--- config.mk ---
export PLATFORM = sky130hd
export DESIGN_NAME = sd_spi_master
export DESIGN_NICKNAME = d
export VERILOG_FILES = /design/src/rtl/sd_spi_master.sv
export SDC_FILE = /design/constraint.sdc
export NUM_CORES = 1
export LEC_CHECK = 0
export CORE_MARGIN = 3
export CORE_UTILIZATION = 25
export DETAILED_ROUTE_END_ITERATION = 7
export HOLD_SLACK_MARGIN = 0.1
export PLACE_DENSITY = 0.49
export SLEW_MARGIN = 20
export SYNTH_ARGS = -nofsm -noshare
export SYNTH_HDL_FRONTEND = slang
export SYNTH_SLANG_ARGS = --single-unit
--- constraint.sdc ---
create_clock -name clk_sys -period 3.3 [get_ports clk_sys]
set_input_delay 0.99 -clock clk_sys [delete_from_list [all_inputs] [get_ports clk_sys]]
set_output_delay 0.99 -clock clk_sys [all_outputs]
set_load 0.01 [all_outputs]
--- src/rtl/sd_spi_master.sv ---
`timescale 1ns/1ps
// Byte-wide SPI mode-0 master for the SD card link: one start shifts a byte out on sd_sdi
// and captures one byte from sd_sdo, at a slow or fast SCK rate, with software chip select.
//
// state    | meaning
// ---------+-------------------------------------------------------------
// ST_IDLE  | no transfer; cs_set and start accepted, sck low, sdi high
// ST_LOW   | sck low phase; sdi holds current bit, counts down H cycles
// ST_HIGH  | sck high phase; counts down H cycles, then next bit or end
module sd_spi_master #(
  parameter int unsigned DIV_SLOW = 31,
  parameter int unsigned DIV_FAST = 0
) (
  input  logic       clk_sys,
  input  logic       reset_n,
  input  logic       start,
  input  logic [7:0] tx_data,
  input  logic       speed,
  input  logic       cs_set,
  input  logic       cs_val,
  output logic       busy,
  output logic       done,
  output logic [7:0] rx_data,
  output logic       sd_cs,
  output logic       sd_sck,
  output logic       sd_sdi,
  input  logic       sd_sdo
);

  typedef enum logic [1:0] {
    ST_IDLE = 2'd0,
    ST_LOW  = 2'd1,
    ST_HIGH = 2'd2
  } state_t;

  localparam logic [7:0] W_DIV_SLOW = 8'(DIV_SLOW);
  localparam logic [7:0] W_DIV_FAST = 8'(DIV_FAST);

  state_t     r_state;
  logic [7:0] r_cnt;
  logic [7:0] r_div;
  logic [2:0] r_bit;
  logic [7:0] r_shift;
  logic [7:0] w_div;

  assign w_div = speed ? W_DIV_FAST : W_DIV_SLOW;

  always_ff @(posedge clk_sys) begin
    if (!reset_n) begin
      r_state <= ST_IDLE;
      r_cnt   <= 8'd0;
      r_div   <= 8'd0;
      r_bit   <= 3'd0;
      r_shift <= 8'd0;
      busy    <= 1'b0;
      done    <= 1'b0;
      rx_data <= 8'hFF;
      sd_cs   <= 1'b1;
      sd_sck  <= 1'b0;
      sd_sdi  <= 1'b1;
    end else begin
      done <= 1'b0;
      case (r_state)
        ST_IDLE: begin
          if (cs_set) sd_cs <= cs_val;
          if (start) begin
            r_shift <= tx_data;
            r_div   <= w_div;
            r_cnt   <= w_div;
            r_bit   <= 3'd0;
            sd_sdi  <= tx_data[7];
            busy    <= 1'b1;
            r_state <= ST_LOW;
          end
        end
        ST_LOW: begin
          if (r_cnt == 8'd0) begin
            // Card output has been stable for a full half-period; sample on the rising edge.
            sd_sck  <= 1'b1;
            r_shift <= {r_shift[6:0], sd_sdo};
            r_cnt   <= r_div;
            r_state <= ST_HIGH;
          end else begin
            r_cnt <= r_cnt - 8'd1;
          end
        end
        ST_HIGH: begin
          if (r_cnt == 8'd0) begin
            sd_sck <= 1'b0;
            r_cnt  <= r_div;
            if (r_bit != 3'd7) begin
              sd_sdi  <= r_shift[7];
              r_bit   <= r_bit + 3'd1;
              r_state <= ST_LOW;
            end else begin
              sd_sdi  <= 1'b1;
              rx_data <= r_shift;
              done    <= 1'b1;
              busy    <= 1'b0;
              r_bit   <= 3'd0;
              r_state <= ST_IDLE;
            end
          end else begin
            r_cnt <= r_cnt - 8'd1;
          end
        end
        default: r_state <= ST_IDLE;
      endcase
    end
  end

endmodule

# Word level (Yosys, flattened, before mapping)
# Index checks and enable logic that the tools add are counted.
[totals]
in_bits = 15
word_cells = 66
romBits = 0
ff_bits = 42
latchBits = 0
out_inout_bits = 13
mem_count = 0
ramBits = 0
[classes]
n_eq_ne = 7
div = 0
shifts = 0
n_bitwise = 1
add_sub_neg = 2
multipliers = 0
mux = 28
n_reduce_logical = 17
magnitude_cmp = 0
[op_table]
columns = ["operator", "n"]
rows = [
  ["8-bit 2-to-1 mux", 4],
  ["8-bit case mux with 2 select lines", 2],
  ["3-bit AND reduction", 6],
  ["1-bit 2-to-1 mux", 10],
  ["3-bit 2-to-1 mux", 3],
  ["8-bit logical NOT", 1],
  ["2-bit != test (second input constant)", 4],
  ["2-bit nonzero test", 4],
  ["8-bit by 1-bit subtractor with 8-bit output (second input constant)", 1],
  ["2-bit 2-to-1 mux", 3],
  ["1-bit case mux with 2 select lines", 3],
  ["2-bit case mux with 3 select lines", 1],
  ["3-bit case mux with 2 select lines", 1],
  ["2-bit AND reduction", 3],
  ["5-bit 2-to-1 mux", 1],
  ["4-bit AND reduction", 1],
  ["3-bit by 1-bit adder with 3-bit output (second input constant)", 1],
  ["3-bit != test (second input constant)", 1],
  ["2-bit by 1-bit equality test with 1-bit output (second input constant)", 1],
  ["2-bit equality test (second input constant)", 1],
  ["2-bit logical NOT", 1],
  ["2-bit OR reduction", 1],
  ["1-bit inverter", 1],
]

# Depth between registers and ports, before layout
# Gate-level depths: netlist (run 1).
[logic_depth]
ltp_word = 4
mapped_depth = 8
ltp_nobuf = 6

# Worst setup path before layout (run 1)
# OpenSTA, ideal clock, no wires.
[synth_path]
path_type = "input to register"
startpoint = "in start"
endpoint = "reg r_cnt[0]"
path_stages = 5
arrival_time_ps = 1837
n_path_buf = 1
slack_ps = 1319
path_cell_list = "nand2b_1 > buf_2 > nand2b_1 > a311oi_4 > a221oi_1"
[synth_between]
elab_chain_cells = 2
[synth_lines]
columns = ["element", "line_no", "text"]
rows = [
  ["start: declaration", "16", "input logic start,"],
  ["2-bit != test (no source line)", "-", ""],
  ["2-bit AND reduction (no source line)", "-", ""],
  ["end signal: assignment", "69", "r_cnt <= w_div;"],
  ["end signal: assignment", "81", "r_cnt <= r_div;"],
  ["end signal: assignment", "84", "r_cnt <= r_cnt - 8'd1;"],
  ["end: declaration", "40", "logic [7:0] r_cnt;"],
]
# No other way between the ends.
# A chain may end at the register's enable or synchronous reset.

# Final worst setup path (run 1)
[layout_path]
startpoint = "in start"
endpoint = "reg r_shift[4]"
[layout_between]
elab_chain_cells = 2
[layout_lines]
columns = ["element", "line_no", "text"]
rows = [
  ["2-bit != test (no source line)", "-", ""],
  ["3-bit AND reduction (no source line)", "-", ""],
  ["end signal: assignment", "67", "r_shift <= tx_data;"],
  ["end signal: assignment", "80", "r_shift <= {r_shift[6:0], sd_sdo};"],
  ["end: declaration", "43", "logic [7:0] r_shift;"],
]
# No other way between the ends.

==> results of run 1 <==
[cells in the final DEF, fill, tap and decap left out, types with 2 or more instances in the layout]
| cell type | instances |
|---|---|
| sky130_fd_sc_hd__nand2_1 | 17 |
| sky130_fd_sc_hd__mux2i_1 | 9 |
| sky130_fd_sc_hd__a221oi_1 | 2 |
| sky130_fd_sc_hd__o22ai_1 | 7 |
| sky130_fd_sc_hd__nor3_1 | 3 |
| sky130_fd_sc_hd__and2_1 | 2 |
| sky130_fd_sc_hd__or3_1 | 2 |
| sky130_fd_sc_hd__nand3_1 | 6 |
| sky130_fd_sc_hd__clkbuf_8 | 5 |
| sky130_fd_sc_hd__ha_1 | 7 |
| sky130_fd_sc_hd__a31oi_1 | 3 |
| sky130_fd_sc_hd__a21oi_1 | 14 |
| sky130_fd_sc_hd__a22oi_1 | 7 |
| sky130_fd_sc_hd__nand4_1 | 14 |
| sky130_fd_sc_hd__o21ai_0 | 13 |
| sky130_fd_sc_hd__nor2_1 | 9 |
| sky130_fd_sc_hd__bufinv_16 | 2 |
| sky130_fd_sc_hd__clkdlybuf4s50_1 | 27 |
| sky130_fd_sc_hd__a21boi_0 | 7 |
| sky130_fd_sc_hd__nand2b_1 | 3 |
| sky130_fd_sc_hd__buf_4 | 6 |
| sky130_fd_sc_hd__inv_1 | 10 |
| sky130_fd_sc_hd__dfxtp_1 | 35 |
| sky130_fd_sc_hd__nor2b_1 | 2 |
[cell families after synthesis]
group / count (synthesis)
AND/OR/NAND/NOR: 65
multiplexers: 10
buffers and inverters: 22
XOR/XNOR: 2
adder cells (fa/ha/maj): 7
AO/OA/AOI/OAI: 61
flip-flops: 35
[power by group through the flow]
stage / Sequential (mW) / Clock (mW) / Combinational, mW
CTS: 0.617 / 0.481 / 0.978
detailed placement: 0.626 / 0 / 0.974
global route: 0.632 / 0.499 / 1.10
finish: 0.617 / 0.472 / 0.983
global placement: 0.626 / 0 / 0.977
floorplan: 0.607 / 0 / 0.718
[sequential cells by signal, indices dropped and copies added, names as in the netlist]
| name | cells |
|---|---|
| sd_cs | 1 |
| rx_data | 8 |
| r_div | 1 |
| sd_sck | 1 |
| r_state | 2 |
| sd_sdi | 1 |
| r_bit | 3 |
| done | 1 |
| r_cnt | 8 |
| busy | 1 |
| r_shift | 8 |
[metrics by stage]
| step | hold slack (ns) | worst slack (ns) |
|---|---|---|
| finish | 0.478 | 0.912 |
| global route | 0.504 | 0.785 |
| CTS | 0.481 | 0.930 |
| detailed placement | 0.461 | 0.617 |
| global placement | 0.456 | 0.687 |
| floorplan | 0.454 | 1.32 |
[worst max-delay path by stage]
stage	endpoint	slack [ns]	cells after the start
final	r_shift[4]	0.91	6
after global routing	r_shift[0]	0.78	6
after CTS	r_shift[4]	0.93	6
after detailed placement	r_shift[4]	0.62	6
after global placement	r_shift[0]	0.69	6
after floorplan	r_cnt[0]	1.32	5
[worst min-delay path: stages, from the launching register on]
cell and delay (ns):
sky130_fd_sc_hd__dfxtp_1 0.31, sky130_fd_sc_hd__nand2_1 0.05, sky130_fd_sc_hd__nand3_1 0.06
[metal layers]
metal,share of wire [%],vias to the layer above,track usage [%],routed length [um]
li1,-,804,-,-
met2,44,42,17.9,2070
met3,5.1,11,2.68,240
met1,49,765,16.9,2310
met4,1.8,0,4.59,83
met5,0,-,0,0
[cell type report]
class                           count  area (um2)
Clock buffer                        5        68.8
Clock inverter                      3        67.6
Fill cell                         735        4540
Inverter                           10        37.5
Multi-Input combinational cell    145         977
Sequential cell                    35         701
Tap cell                           96         120
Timing Repair Buffer               33         315
==> run_results.csv, run 1 <==
group,metric,value,unit
status,run_status,"completed",
power,report.power.total,2.07,mW
finish,layoutNonFillerInstCount,327,
setup_path,crit-reg2reg-capture,"busy",
placed_design,gp_routability_congestion,0.793,
synthesis,synth_adder_area_share,4.95,%
placed_design,dp_hpwl,3320,um
floorplanning,core,6830,um2
clocking,clk_pin_slew,0.08,ns
floorplanning,top_level_ports,28,
timing,max_slew.worst_pin.slew,0.676,ns
finish,post-route-cell-area,2290,um2
synthesis,synth_area,1770,um2
global_routing,grt_pass1_wl,8000,um
timing,timing.final.max_slew_violations,0,
timing,fmax,419,MHz
worst_hold_path,worstHoldPathType,"register to register",
power,part_of_the_power_in_combinational_logic,47.4,%
power,clock_power_share,22.8,%
routing,postRouteAntennaNets,0,
setup_path,path_cells,"clkdlybuf4s50_1, nand2b_1, buf_4, o21ai_1, a22oi_1, o22ai_1",
placed_design,place.port_buffers,27,
setup_path,worst_setup_path_end_kind,"register",
synthesis,postSynthRegisterBits,35,
setup_path,worstPathMaxFanout,17,
setup_path,minimum_setup_slack_among_reg_to_reg_paths,1.07,ns
timing,rsz_0062_raised_after_global_routing,"no",
clocking,cts-resized-gates,0,
global_routing,via_count_of_the_first_global_routing_pass,1537,
timing,final_min_period_over_clock_period,72.4,%
routing,detail_route.first_pass.iterations,5,
synthesis,synth_edf_count,0,
setup_path,arrival,2.58,ns
timing,setup_tns,0,ns
clocking,post-cts-setup-buffers,0,
floorplanning,num_rows,30,
power,switching_share,42.1,%
routing,dr.first_iter.drc_count,112,
global_routing,number_of_antenna_violations_at_the_first_check_in_global_routing,0,
finish,drive_gt1_share,9.09,%
clocking,clk_path_buf_depth,2,
clocking,cts_max_level,2,
finish,num-nets-final,252,
worst_hold_path,worst_hold_startpoint,"sd_cs",
synthesis,yosys_most_used_dff,"sky130_fd_sc_hd__dfxtp_1",
synthesis,synthesis.yosys.warnings,0,
synthesis,synthSimpleGateAreaFrac,20.2,%
synthesis,synth-compound-area-share,23.4,%
setup_path,criticalPathCategory,"input port to register",
synthesis,synth.distinct_cells,41,
global_routing,residual_overflow_from_global_routing,0,
routing,route.detailed.drc,0,
setup_path,cp-startpoint,"start",
finish,final_core_util,33.5,%
finish,area_growth_syn_to_layout,29.3,%
power,vdd_drop_max,0.000400,V
setup_path,path_buf_inv,2,
floorplanning,floorplan.initialDensity,25.9,%
clocking,hold_bufs_at_cts,0,
clocking,worst_skew_pair.late_latency,0.30,ns
clocking,clkSinkCount,35,
power,share_seq_of_total_power,29.8,%
power,power_per_cell_area,906,nW/um2
placed_design,dpl_cell_area,2150,um2
setup_path,critical_path.slowest_cell,"sky130_fd_sc_hd__clkdlybuf4s50_1",
synthesis,yosysSeqAreaShare,39.6,%
worst_hold_path,hold_depth,2,
synthesis,synth_area_leaders,"sky130_fd_sc_hd__dfxtp_1 40%, sky130_fd_sc_hd__mux2i_1 5.1%, sky130_fd_sc_hd__ha_1 5.0%",
finish,ant_cells,0,
clocking,tritoncts,"yes",
worst_hold_path,min_delay_worst_endpoint,"sd_cs",
synthesis,synthArstFlopShare,0,%
global_routing,grt_util_all_layers,12.0,%
clocking,cts_made_buffers,5,
synthesis,cell_with_the_most_instances_after_synthesis,"sky130_fd_sc_hd__dfxtp_1",
routing,drt-total-wl,4710,um
timing,setup_viol_count_final,0,
timing,finalHoldViolations,0,
synthesis,synthesis.instances,202,
synthesis,multiplexer_share_of_the_synthesized_area,5.73,%
synthesis,synth_top_family_by_area,"compound AO/OA/AOI/OAI gates",
synthesis,syn_avg_cell_area,8.76,um2
power,internal_power,1.20,mW
setup_path,critical-path-top-delay-family,"buffers and inverters",
placed_design,post-place-cells,319,
synthesis,ys_top_cells_by_count,"35 x sky130_fd_sc_hd__dfxtp_1, 17 x sky130_fd_sc_hd__nand2_1, 14 x sky130_fd_sc_hd__a21oi_1, 14 x sky130_fd_sc_hd__nand4_1, 13 x sky130_fd_sc_hd__o21ai_0",
floorplanning,dieHeight,90.1,um
power,power_switching,872,uW
power,cellLeakagePower,0.881,nW
synthesis,postSynthNetCount,224,
setup_path,critical_path_required_time,3.49,ns
global_routing,grt_max_degree,18,
synthesis,yosys.area_share.xor_xnor,0.990,%
routing,vias_per_cell,4.96,
routing,detail_route.wl_per_cell,14.4,um
floorplanning,die_area,8120,um2
synthesis,post-synth-top-area-fraction,39.6,%
floorplanning,dieWidth,90.1,um
setup_path,ff2ff_path_depth,7,
synthesis,yosys.area.top_type,"sky130_fd_sc_hd__dfxtp_1",
clocking,clock_tree.root_cell,"sky130_fd_sc_hd__clkbuf_8",
timing,fin_skew,0.00841,ns
timing,max-slew-margin-rel,54.8,%
timing,final_period_minus_worst_setup_slack,2.39,ns
job,maxCapViolCount,0,
setup_path,highest_cell_delay_on_the_worst_timing_path,0.60,ns
setup_path,crit-reg2reg-launch,"r_cnt[0]",
setup_path,cp-start-kind,"input port",
routing,detailroute.via_count,1622,
(Power assumes the default switching activity.)
==> inputs of run 2 (changes only) <==
Clock period 3.3 ns to 2.5 ns, I/O delays scaled along.
==> run_results.csv, run 2 (synthesized netlist as in run 1, its figures left out) <==
group,metric,value,unit
setup_path,ff2ff_path_depth,7,
clocking,hold_bufs_at_cts,0,
setup_path,path_cells,"inv_1, ha_1, nor4b_4, buf_4, a21oi_1, o21ai_0, a2111oi_2",
global_routing,gr_layer_usage_met1,16.4,%
timing,final_period_minus_worst_setup_slack,2.05,ns
clocking,clk_path_buf_depth,2,
global_routing,globalRouteMet3Util,2.85,%
floorplanning,top_level_ports,28,
setup_path,crit-reg2reg-launch,"r_cnt[0]",
timing,fmax,488,MHz
global_routing,globalRouteMet2Util,18.9,%
clocking,worst_skew_pair.late_latency,0.29,ns
power,power_per_cell_area,1170,nW/um2
setup_path,worst_setup_path_end_kind,"register",
timing,setup_viol_count_final,0,
placed_design,place.port_buffers,27,
routing,drt-total-wl,4770,um
finish,mostFrequentLayoutCells,"35 x sky130_fd_sc_hd__dfxtp_1, 27 x sky130_fd_sc_hd__clkdlybuf4s50_1, 17 x sky130_fd_sc_hd__nand2_1",
routing,detail_route.wl_per_cell,14.4,um
clocking,clk_pin_slew,0.08,ns
finish,num-nets-final,257,
setup_path,cp-start-kind,"register",
routing,detail_route.first_pass.iterations,4,
setup_path,critical_path.slowest_cell,"sky130_fd_sc_hd__a21oi_1",
clocking,cts_max_level,2,
setup_path,highest_cell_delay_on_the_worst_timing_path,0.39,ns
setup_path,criticalPathCategory,"register to register",
worst_hold_path,min_delay_worst_endpoint,"rx_data[7]",
finish,drive_gt1_share,11.0,%
timing,max_slew.worst_pin.slew,0.535,ns
floorplanning,floorplan.initialDensity,25.9,%
setup_path,critical-path-top-delay-family,"compound AO/OA/AOI/OAI gates",
routing,dr.first_iter.drc_count,87,
global_routing,grt_util_all_layers,12.0,%
floorplanning,dieHeight,90.1,um
global_routing,grt_pass1_wl,8060,um
setup_path,critical_path_cell_count,7,
setup_path,critical_path_required_time,2.69,ns
setup_path,path_buf_inv,2,
finish,final_core_util,33.7,%
global_routing,grt_max_degree,16,
finish,final.fill_count,764,
timing,max-slew-margin-rel,64.1,%
clocking,cts-resized-gates,0,
global_routing,via_count_of_the_first_global_routing_pass,1620,
clocking,post-cts-setup-buffers,0,
setup_path,worstPathMaxFanout,14,
placed_design,dp_hpwl,3330,um
routing,route.detailed.drc,0,
routing,detailroute.via_count,1635,
status,run_status,"completed",
placed_design,gp_routability_congestion,0.787,
worst_hold_path,hold_depth,2,
finish,area_growth_syn_to_layout,30.1,%
clocking,tritoncts,"yes",
timing,rsz_0062_raised_after_global_routing,"no",
setup_path,minimum_setup_slack_among_reg_to_reg_paths,0.45,ns
timing,finalHoldViolations,0,
floorplanning,num_rows,30,
power,cellLeakagePower,0.899,nW
global_routing,residual_overflow_from_global_routing,0,
timing,timing.final.max_slew_violations,0,
routing,vias_per_cell,4.92,
clocking,cts_made_buffers,5,
worst_hold_path,worst_hold_startpoint,"rx_data[7]",
clocking,clock_tree.root_cell,"sky130_fd_sc_hd__clkbuf_8",
finish,ant_cells,0,
setup_path,crit-reg2reg-capture,"r_cnt[3]",
floorplanning,die_area,8120,um2
finish,largest_registers,"r_cnt x8, r_shift x8, rx_data x8",
timing,post_route_worst_hold_slack,0.475,ns
global_routing,grt-busiest-layer,"met2",
global_routing,number_of_antenna_violations_at_the_first_check_in_global_routing,0,
job,maxCapViolCount,0,
worst_hold_path,worstHoldPathType,"register to register",
setup_path,arrival,2.24,ns
power,vdd_drop_max,0.000535,V
finish,final_common_cell,"sky130_fd_sc_hd__dfxtp_1",
timing,fin_skew,0.0103,ns
timing,final_min_period_over_clock_period,82.0,%
clocking,clkSinkCount,35,
routing,postRouteAntennaNets,0,
floorplanning,dieWidth,90.1,um
timing,setup_tns,0,ns
floorplanning,core,6830,um2
-- run 2: cell count changes in the layout (fill, tap and decap cells not counted), sizes merged --
cell      previous run  this run
buf                  6        11
bufinv               2         1
clkinv               0         2
clkinvlp             1         0
-- run 2: worst reg2reg max path, stage by stage (launching register included) --
cell                        delay (ns)
sky130_fd_sc_hd__dfxtp_1          0.34
sky130_fd_sc_hd__inv_1            0.07
sky130_fd_sc_hd__ha_1             0.24
sky130_fd_sc_hd__nor4b_4          0.15
sky130_fd_sc_hd__buf_4            0.20
sky130_fd_sc_hd__a21oi_1          0.39
sky130_fd_sc_hd__o21ai_0          0.20
sky130_fd_sc_hd__a2111oi_2        0.36
-- run 2: worst max path at each step --
| stage | startpoint | endpoint | slack [ns] |
|---|---|---|---|
| after floorplan | start | r_cnt[0] | 0.76 |
| after global placement | start | r_cnt[0] | 0.24 |
| final | r_cnt[0] | r_cnt[3] | 0.45 |
| after global routing | r_cnt[0] | r_cnt[3] | 0.29 |
| after detailed placement | start | r_cnt[0] | 0.22 |
| after CTS | r_cnt[0] | r_cnt[3] | 0.44 |
-- run 2: final cells by class --
cell class	instances	area, um2	area share [%]
clock buffer	5	68.8	2.99
clock inverter	3	43.8	1.90
sequential	35	701	30.5
multi-input combinational	145	977	42.5
inverter	10	37.5	1.63
timing repair buffer	38	353	15.3
tap	96	120	5.22
-- run 2: per-layer routing --
metal | vias to the layer above | share of wire (%) | routed length (um)
li1 | 821 | - | -
met1 | 774 | 49 | 2310
met5 | - | 0 | 0
met4 | 0 | 0.90 | 43
met2 | 33 | 46 | 2210
met3 | 7 | 4.3 | 204
-- run 2: per-stage QoR --
step	instances	instance area, um2	power [mW]	setup WS, ns
final	332	2300	2.68	0.450
after global routing	332	2300	2.89	0.291
after floorplan	202	1770	1.75	0.759
after CTS	332	2300	2.69	0.445
after detailed placement	324	2190	2.17	0.222
after global placement	324	2190	2.16	0.242
-- run 2: power breakdown --
| group | internal [mW] | switching [mW] | leakage, nW |
|---|---|---|---|
| registers | 0.687 | 0.126 | 0.286 |
| clock network | 0.297 | 0.217 | 0.0581 |
| logic | 0.537 | 0.820 | 0.555 |
| total | 1.52 | 1.16 | 0.899 |
